--- config.mk ---
export PLATFORM = sky130hd
export DESIGN_NAME = ureg_cmd_sequencer
export DESIGN_NICKNAME = d
export VERILOG_FILES = /design/src/rtl/ureg_pkg.sv /design/src/rtl/ureg_cmd_sequencer.sv
export SDC_FILE = /design/constraint.sdc
export NUM_CORES = 1
export LEC_CHECK = 0
export CAP_MARGIN = 20
export CELL_PAD_IN_SITES_DETAIL_PLACEMENT = 0
export CELL_PAD_IN_SITES_GLOBAL_PLACEMENT = 1
export CORE_MARGIN = 2
export CORE_UTILIZATION = 35
export CTS_CLUSTER_DIAMETER = 50
export CTS_CLUSTER_SIZE = 28
export DETAILED_ROUTE_END_ITERATION = 12
export GPL_ROUTABILITY_DRIVEN = 0
export GPL_TIMING_DRIVEN = 0
export PLACE_DENSITY = 0.78
export SETUP_SLACK_MARGIN = 0.02
export SLEW_MARGIN = 20
export SYNTH_ARGS = -nofsm -noshare
export SYNTH_HDL_FRONTEND = slang
export SYNTH_SLANG_ARGS = --single-unit
--- constraint.sdc ---
create_clock -name clk -period 2.4 [get_ports clk]
set_clock_uncertainty 0.2 [all_clocks]
set_input_delay 0.72 -clock clk [delete_from_list [all_inputs] [get_ports clk]]
set_output_delay 0.72 -clock clk [all_outputs]
set_load 0.03 [all_outputs]
--- src/rtl/ureg_pkg.sv ---
// Shared types and default sizes for the 4-bit universal shift register,
// its command sequencer and their benches.
package ureg_pkg;

    localparam int unsigned UREG_WIDTH = 4;
    localparam int unsigned UREG_CNT_W = 4;

    typedef enum logic [1:0] {
        MODE_SISO = 2'b00,
        MODE_SIPO = 2'b01,
        MODE_PISO = 2'b10,
        MODE_PIPO = 2'b11
    } mode_t;

    typedef enum logic [2:0] {
        ST_IDLE   = 3'd0,
        ST_LOAD   = 3'd1,
        ST_SHIFT  = 3'd2,
        ST_SETTLE = 3'd3,
        ST_RESP   = 3'd4
    } seq_state_t;

endpackage

--- src/rtl/ureg_cmd_sequencer.sv ---
// Command stage for the universal shift register: takes one command per
// handshake, drives the register pins, and returns the collected result.
module ureg_cmd_sequencer
    import ureg_pkg::*;
#(
    parameter int unsigned WIDTH = UREG_WIDTH,
    parameter int unsigned CNT_W = UREG_CNT_W
) (
    input  logic             clk,
    input  logic             rst,
    input  logic             cmd_valid,
    output logic             cmd_ready,
    input  logic [1:0]       cmd_mode,
    input  logic [WIDTH-1:0] cmd_data,
    input  logic [CNT_W-1:0] cmd_shifts,
    input  logic             stall,
    output logic             reg_enable,
    output logic [1:0]       reg_mode,
    output logic             reg_load,
    output logic             reg_serial_in,
    output logic [WIDTH-1:0] reg_parallel_in,
    input  logic             reg_serial_out,
    input  logic [WIDTH-1:0] reg_parallel_out,
    output logic             rsp_valid,
    input  logic             rsp_ready,
    output logic [WIDTH-1:0] rsp_data,
    output logic             busy
);

    localparam int unsigned IW = $clog2(WIDTH);

    seq_state_t       state;
    mode_t            mode_q;
    logic [WIDTH-1:0] data_q;
    logic [CNT_W-1:0] shifts_q;
    logic [CNT_W-1:0] k_q;
    logic [IW-1:0]    pos_q;
    logic [WIDTH-1:0] capture_q;
    logic [WIDTH-1:0] rsp_q;
    logic [IW-1:0]    bit_idx;

    // pos_q tracks k mod WIDTH so long shift counts rotate through the data
    assign bit_idx = IW'(WIDTH - 1) - pos_q;

    always_ff @(posedge clk) begin
        if (rst) begin
            state     <= ST_IDLE;
            mode_q    <= MODE_SISO;
            data_q    <= '0;
            shifts_q  <= '0;
            k_q       <= '0;
            pos_q     <= '0;
            capture_q <= '0;
            rsp_q     <= '0;
        end else begin
            case (state)
                ST_IDLE: begin
                    if (cmd_valid) begin
                        mode_q    <= mode_t'(cmd_mode);
                        data_q    <= cmd_data;
                        shifts_q  <= cmd_shifts;
                        k_q       <= '0;
                        pos_q     <= '0;
                        capture_q <= '0;
                        if (cmd_mode[1])
                            state <= ST_LOAD;
                        else if (cmd_shifts == '0)
                            state <= ST_SETTLE;
                        else
                            state <= ST_SHIFT;
                    end
                end
                ST_LOAD: begin
                    if (!stall) begin
                        if (mode_q == MODE_PIPO || shifts_q == '0)
                            state <= ST_SETTLE;
                        else
                            state <= ST_SHIFT;
                    end
                end
                ST_SHIFT: begin
                    if (!stall) begin
                        k_q       <= k_q + CNT_W'(1);
                        pos_q     <= (pos_q == IW'(WIDTH - 1)) ? '0 : pos_q + IW'(1);
                        capture_q <= {capture_q[WIDTH-2:0], reg_serial_out};
                        if (k_q == shifts_q - CNT_W'(1))
                            state <= ST_SETTLE;
                    end
                end
                ST_SETTLE: begin
                    if (mode_q == MODE_SIPO || mode_q == MODE_PIPO)
                        rsp_q <= reg_parallel_out;
                    else
                        rsp_q <= capture_q;
                    state <= ST_RESP;
                end
                ST_RESP: begin
                    if (rsp_ready)
                        state <= ST_IDLE;
                end
                default: state <= ST_IDLE;
            endcase
        end
    end

    // Moore decode; only reg_enable sees stall so a frozen cycle never clocks the register
    assign cmd_ready       = (state == ST_IDLE);
    assign busy            = (state != ST_IDLE);
    assign rsp_valid       = (state == ST_RESP);
    assign rsp_data        = rsp_q;
    assign reg_enable      = (state == ST_LOAD || state == ST_SHIFT) && !stall;
    assign reg_load        = (state == ST_LOAD);
    assign reg_mode        = mode_q;
    assign reg_parallel_in = data_q;
    assign reg_serial_in   = (state == ST_SHIFT) && !mode_q[1] && data_q[bit_idx];

endmodule

=== After elaboration in Yosys (flattened, before gate mapping) ===
Cells that the tools add are included.

* Flip-flop bits (word level): 27
* Input bits: 20
* Output and inout port bits: 16
* Word-level logic and storage cells: 63

* $add $sub $neg: 4
* $lt $le $gt $ge: 1
* Equal/unequal tests: 13
* Mux-type cells: 21
* Reduce and logical (&&, ||, !) cells: 16

{| class="wikitable"
|+ Operator list
! operator !! number
|-
| $mux 4 || 4
|-
| $pmux 4 s2 || 2
|-
| $mux 3 || 5
|-
| $pmux 3 s5 || 1
|-
| $logic_not 4->1 || 2
|-
| $mux 2 || 4
|-
| $ne 2x2->1 const B || 4
|-
| $eq 3x2->1 const B || 2
|-
| $reduce_and 5->1 || 1
|-
| $add 4x1->4 const B || 1
|-
| $eq 2x2->1 const B || 2
|-
| $eq 4x4->1 || 1
|-
| $pmux 2 s2 || 1
|-
| $sub 4x1->4 const B || 1
|-
| $eq 3x1->1 const B || 1
|-
| $eq 3x3->1 const B || 1
|-
| $logic_and 1x1->1 || 3
|-
| $logic_not 3->1 || 1
|-
| $logic_or 1x1->1 || 3
|-
| $lt 2x3->1 const B || 1
|-
| $mux 1 || 3
|-
| $reduce_and 3->1 || 1
|-
| $reduce_bool 3->1 || 1
|-
| $add 2x1->2 const B || 1
|-
| 7 further kinds || 8
|}

=== Logic depth before layout (Yosys ltp) ===
* Depth after elaboration: 5
* Depth in mapped cells: 7
* Depth with buffers taken out: 6

=== Least setup slack after synthesis ===
OpenSTA, ideal clock, no wires.

* Kind: register to output
* From: register data_q[3] (netlist: reg_parallel_in[3])
* To: output reg_serial_in
* Arrival: 2.276 ns
* Required time: 1.480 ns
* Setup slack: -0.796 ns
* Stages on the path, launching flop included: 4
* Cell sequence: dfxtp_1 -> nor2b_1 -> a211oi_1 -> a2111oi_0

* Word-level cells in the longest chain between the ends: 3

{| class="wikitable"
|+ Ends and longest elaborated chain
! item !! RTL line !! source
|-
| from (decl) || ureg_cmd_sequencer.sv:34 || <nowiki>logic [WIDTH-1:0] data_q;</nowiki>
|-
| from (signal assigned) || ureg_cmd_sequencer.sv:60 || <nowiki>data_q <= cmd_data;</nowiki>
|-
| $bmux 1 s2 || ureg_cmd_sequencer.sv:115 || <nowiki>assign reg_serial_in = (state == ST_SHIFT) && !mode_q[1] && data_q[bit_idx];</nowiki>
|-
| $mux 1 (implied by the code) || ureg_cmd_sequencer.sv:115 ||
|-
| $logic_and 1x1->1 || ureg_cmd_sequencer.sv:115 ||
|-
| to (decl) || ureg_cmd_sequencer.sv:20 || <nowiki>output logic reg_serial_in,</nowiki>
|}

Every way passes these cells. The select of a mux whose other input is x is not followed.

=== Worst setup path in the final report ===
* From: register state[2]
* To: output cmd_ready

* Word-level cells in the longest chain between the ends: 1

{| class="wikitable"
|+ Ends and longest elaborated chain
! item !! RTL line !! source
|-
| from (decl) || ureg_cmd_sequencer.sv:32 || <nowiki>seq_state_t state;</nowiki>
|-
| from (signal assigned) || ureg_cmd_sequencer.sv:47 || <nowiki>state <= ST_IDLE;</nowiki>
|-
| from (signal assigned) || ureg_cmd_sequencer.sv:66 || <nowiki>state <= ST_LOAD;</nowiki>
|-
| from (signal assigned) || ureg_cmd_sequencer.sv:68 || <nowiki>state <= ST_SETTLE;</nowiki>
|-
| $logic_not 3->1 || ureg_cmd_sequencer.sv:107 || <nowiki>assign cmd_ready = (state == ST_IDLE);</nowiki>
|-
| to (decl) || ureg_cmd_sequencer.sv:12 || <nowiki>output logic cmd_ready,</nowiki>
|}

Every way passes these cells.

==> implementation parameters <==
Parameter                              Value

Status
  Status ... completed

Synthesis
  Adder and majority gate portion of the synthesized area ... 0.0370
  Post-synth top area share ... 0.399
  Leading post-synthesis cells by cell area ... sky130_fd_sc_hd__dfxtp_1 (40%), sky130_fd_sc_hd__nand2_1 (8.0%), sky130_fd_sc_hd__a21oi_1 (7.4%)
  Share of the yosys chip area belonging to registers ... 0.399
  Number of nets in the synthesized netlist ... 186
  Fraction of synthesized cell area in xor and xnor cells ... 0.0582
  Ys Warns ... 0
  Synthesized area per cell ... 8.36 µm²
  Compound-cell area share of the yosys netlist ... 0.143
  Cells after Synth ... 162
  Number of storage elements in the synthesis netlist ... 27
  Unique cell type count in the Yosys netlist ... 36
  Portion of netlist area occupied by mux cells ... 0.0370
  Dominant synthesized flop cell ... sky130_fd_sc_hd__dfxtp_1
  Combinational family with the most area after synthesis ... simple AND/OR/NAND/NOR gates
  Number of synthesized flops with an enable pin ... 0
  Library cell occupying the most area in the post-synthesis netlist ... sky130_fd_sc_hd__dfxtp_1
  Combined area of all synthesized cells ... 1350 µm²
  Simple-gate area share of the yosys netlist ... 0.265
  Proportion of register bits with asynchronous set or reset after synthesis ... 0

Critical path
  Category of the critical setup timing path ... reg -> out
  Critical path arrival ... 1390 ps
  Crit path max fanout ... 10
  Critical path capture point type ... output port
  R2R depth ... 7
  Required @ worst endpoint ... 1480 ps
  Crit path launch type ... flip-flop

STA
  Tcrit/Tclk final ... 0.964
  Tightest hold margin ... 276 ps
  Timing-limited maximum frequency ... 432 MHz
  Setup repair after global routing missed its margin ... no
  Time the worst path needs with I/O delays and setup ... 2310 ps
  Max transition margin ... 0.638
  Final Max Slew Viols ... 0
  Number of failing hold endpoints at the final stage ... 0
  Worst-Margin Slew ... 543 ps
  Setup TNS ... 0 ps
  Final-report setup violation count ... 0

Placement
  Port Buffer Count ... 34
  Post-detailed-placement half-perimeter wirelength ... 2.30 mm
  Placement-stage cell area ... roughly 1800 µm²

Power
  Total Power Consumption ... about 1.1 mW
  LEAKAGE ... 0.680 nW
  Worst VDD drop ... 0.000277 V
  Pwr Density ... 626 nW/µm²

Floorplanning
  Total Die Area ... 4380 µm²
  Die outline height ... between 60 and 70 µm
  Number of rows in the core area ... 22
  Top-level I/O count ... 36
  Initial Utilization ... 0.367
  Die span in x ... between 60 and 70 µm
  Floorplan Core Area ... 3690 µm²

Cells and area
  Ant. Diodes ... 0
  Register area ... 544 µm²
  Share of cells above drive strength 1 ... 0.165
  Multi-input gate area in the final layout ... 779 µm²
  Finished layout cell area ... 1830 µm²
  Fin nets ... between 200 and 250
  Layout overhead on the synthesized area ... 35.0%
  Number of filler cells placed in the layout ... 379

Clocking
  Clock latency on the worst-skew pair ... 270 ps
  CTS buffer count ... 3
  Clock Tree Buf Depth ... 2
  Clock-pin slew on the worst setup and hold paths ... 90 ps
  H-tree depth reported by CTS ... 1
  Total setup buffers inserted after CTS ... 0
  CTS Sinks ... 27
  Root buffer cell ... sky130_fd_sc_hd__clkbuf_8
  TritonCTS clock tree ... yes

Drt
  Detailed Route Iter0 Violations ... 58
  Number of nets with antenna violations after routing ... 0
  Routed WL per cell ... 13.0 µm
  Number of remaining DRC errors ... 0
  Via-per-instance ratio ... 5.00
  Drt pass-1 iters ... 4
  Total Wirelength ... 3.22 mm
  Routed via count ... 1240

Job
  MaxCap Viol Count ... 0

Global route
  Maximum number of pins on one net before global-route repair ... 15
  GRT Util Overall ... 0.156
  Number of global-route vias before repair ... 1148
  Global-route wire length before repair ... 5.23 mm
  Overall overflow remaining after global route ... 0
  Initial antenna violation count ... 0

Hold path
  Hold Path Stages ... 2
  Hold crit path type ... reg -> reg
==> report_power, final <==
part           internal [mW]  leakage [nW]  switching, mW  total [mW]
clock                  0.119        0.0228          0.141       0.260
sequential             0.479         0.221         0.0278       0.507
combinational          0.160         0.437          0.217       0.376
total                  0.758         0.680          0.386        1.14
==> cell usage after synthesis, types with 3 or more instances <==
library cell                n
sky130_fd_sc_hd__nand2_1   29
sky130_fd_sc_hd__dfxtp_1   27
sky130_fd_sc_hd__a21oi_1   20
sky130_fd_sc_hd__nor2_1    13
sky130_fd_sc_hd__nand3_1    7
sky130_fd_sc_hd__xor2_1     6
sky130_fd_sc_hd__a211oi_1   5
sky130_fd_sc_hd__buf_2      5
sky130_fd_sc_hd__inv_1      5
sky130_fd_sc_hd__mux2i_1    5
sky130_fd_sc_hd__nor3_1     5
sky130_fd_sc_hd__clkbuf_1   4
sky130_fd_sc_hd__ha_1       4
sky130_fd_sc_hd__nand2b_1   3
sky130_fd_sc_hd__xnor2_1    3
==> cell type report <==
cell class,count,area share
Timing Repair Buffer,34,0.172
Inverter,6,0.0123
Sequential cell,27,0.298
Clock buffer,4,0.0246
Buffer,11,0.0335
Multi-Input combinational cell,118,0.426
Tap cell,48,0.0329
==> critical path, cell delays in order, from the launching register on <==
cell and delay [ps]:
sky130_fd_sc_hd__dfxtp_1 320, sky130_fd_sc_hd__buf_4 180, sky130_fd_sc_hd__or3_4 380, sky130_fd_sc_hd__inv_2 70
sky130_fd_sc_hd__buf_2 190
==> cell usage in the layout, fill, tap and decap left out, types with 2 or more instances in the layout <==
cell type,n
sky130_fd_sc_hd__clkdlybuf4s50_1,26
sky130_fd_sc_hd__inv_1,5
sky130_fd_sc_hd__nor2_1,12
sky130_fd_sc_hd__buf_2,7
sky130_fd_sc_hd__dfxtp_1,24
sky130_fd_sc_hd__nand2_1,28
sky130_fd_sc_hd__nor4b_4,2
sky130_fd_sc_hd__a211oi_1,4
sky130_fd_sc_hd__nand2_2,2
sky130_fd_sc_hd__clkbuf_8,3
sky130_fd_sc_hd__mux2i_1,5
sky130_fd_sc_hd__nand3_1,7
sky130_fd_sc_hd__nand2b_1,3
sky130_fd_sc_hd__a21oi_1,20
sky130_fd_sc_hd__xor2_1,6
sky130_fd_sc_hd__xnor2_1,3
sky130_fd_sc_hd__nor3_1,5
sky130_fd_sc_hd__dfxtp_2,3
sky130_fd_sc_hd__buf_4,4
sky130_fd_sc_hd__clkbuf_1,5
sky130_fd_sc_hd__ha_1,4
==> routing by layer <==
metal,share of wire,global-route usage
met1,0.44,0.202
met2,0.49,0.261
met3,0.061,0.0221
met4,0.016,0.0612
met5,0,0
==> registers in the layout, summed over array words and instances, names as in the netlist <==
signal and cells:
reg_parallel_in 4, shifts_q 4, capture_q 4, state 3
k_q 4, pos_q 2, reg_mode 2, rsp_data 4
==> worst paths after layout <==
check	from	to	slack [ps]
hold / removal	capture_q[0]	capture_q[1]	280
hold reg to reg	capture_q[0]	capture_q[1]	280
setup reg to reg	state[2]	shifts_q[3]	660
setup / recovery	state[2]	cmd_ready	90
==> what timing repair did <==
| item | CTS | global route |
|---|---|---|
| setup endpoints to repair | 7 | 12 |
| hold buffers | 0 | 0 |
| pin swaps | 2 | 0 |
| endpoints found under the hold margin | 0 | 0 |
| gates resized for setup | 35 | 11 |
==> stage by stage <==
step,cells,worst slack [ps],util
floorplan,162,79.2,-
global placement,244,-682,0.481
detailed placement,244,-704,0.481
CTS,248,32.0,0.494
global route,248,22.4,0.496
finish,248,85.4,0.496
==> cells by family (layout without fill, tap and decap cells) <==
| group | Yosys count | in the layout |
|---|---|---|
| buffers and inverters | 17 | 55 |
| xor gates and xnor gates | 9 | 9 |
| and+or+nand+nor | 69 | 69 |
| AOI/OAI and AO/OA | 31 | 31 |
| muxes | 5 | 5 |
| DFF | 27 | 27 |
| adders and majority gates | 4 | 4 |
No activity file was read; power rests on OpenSTA's default activity.
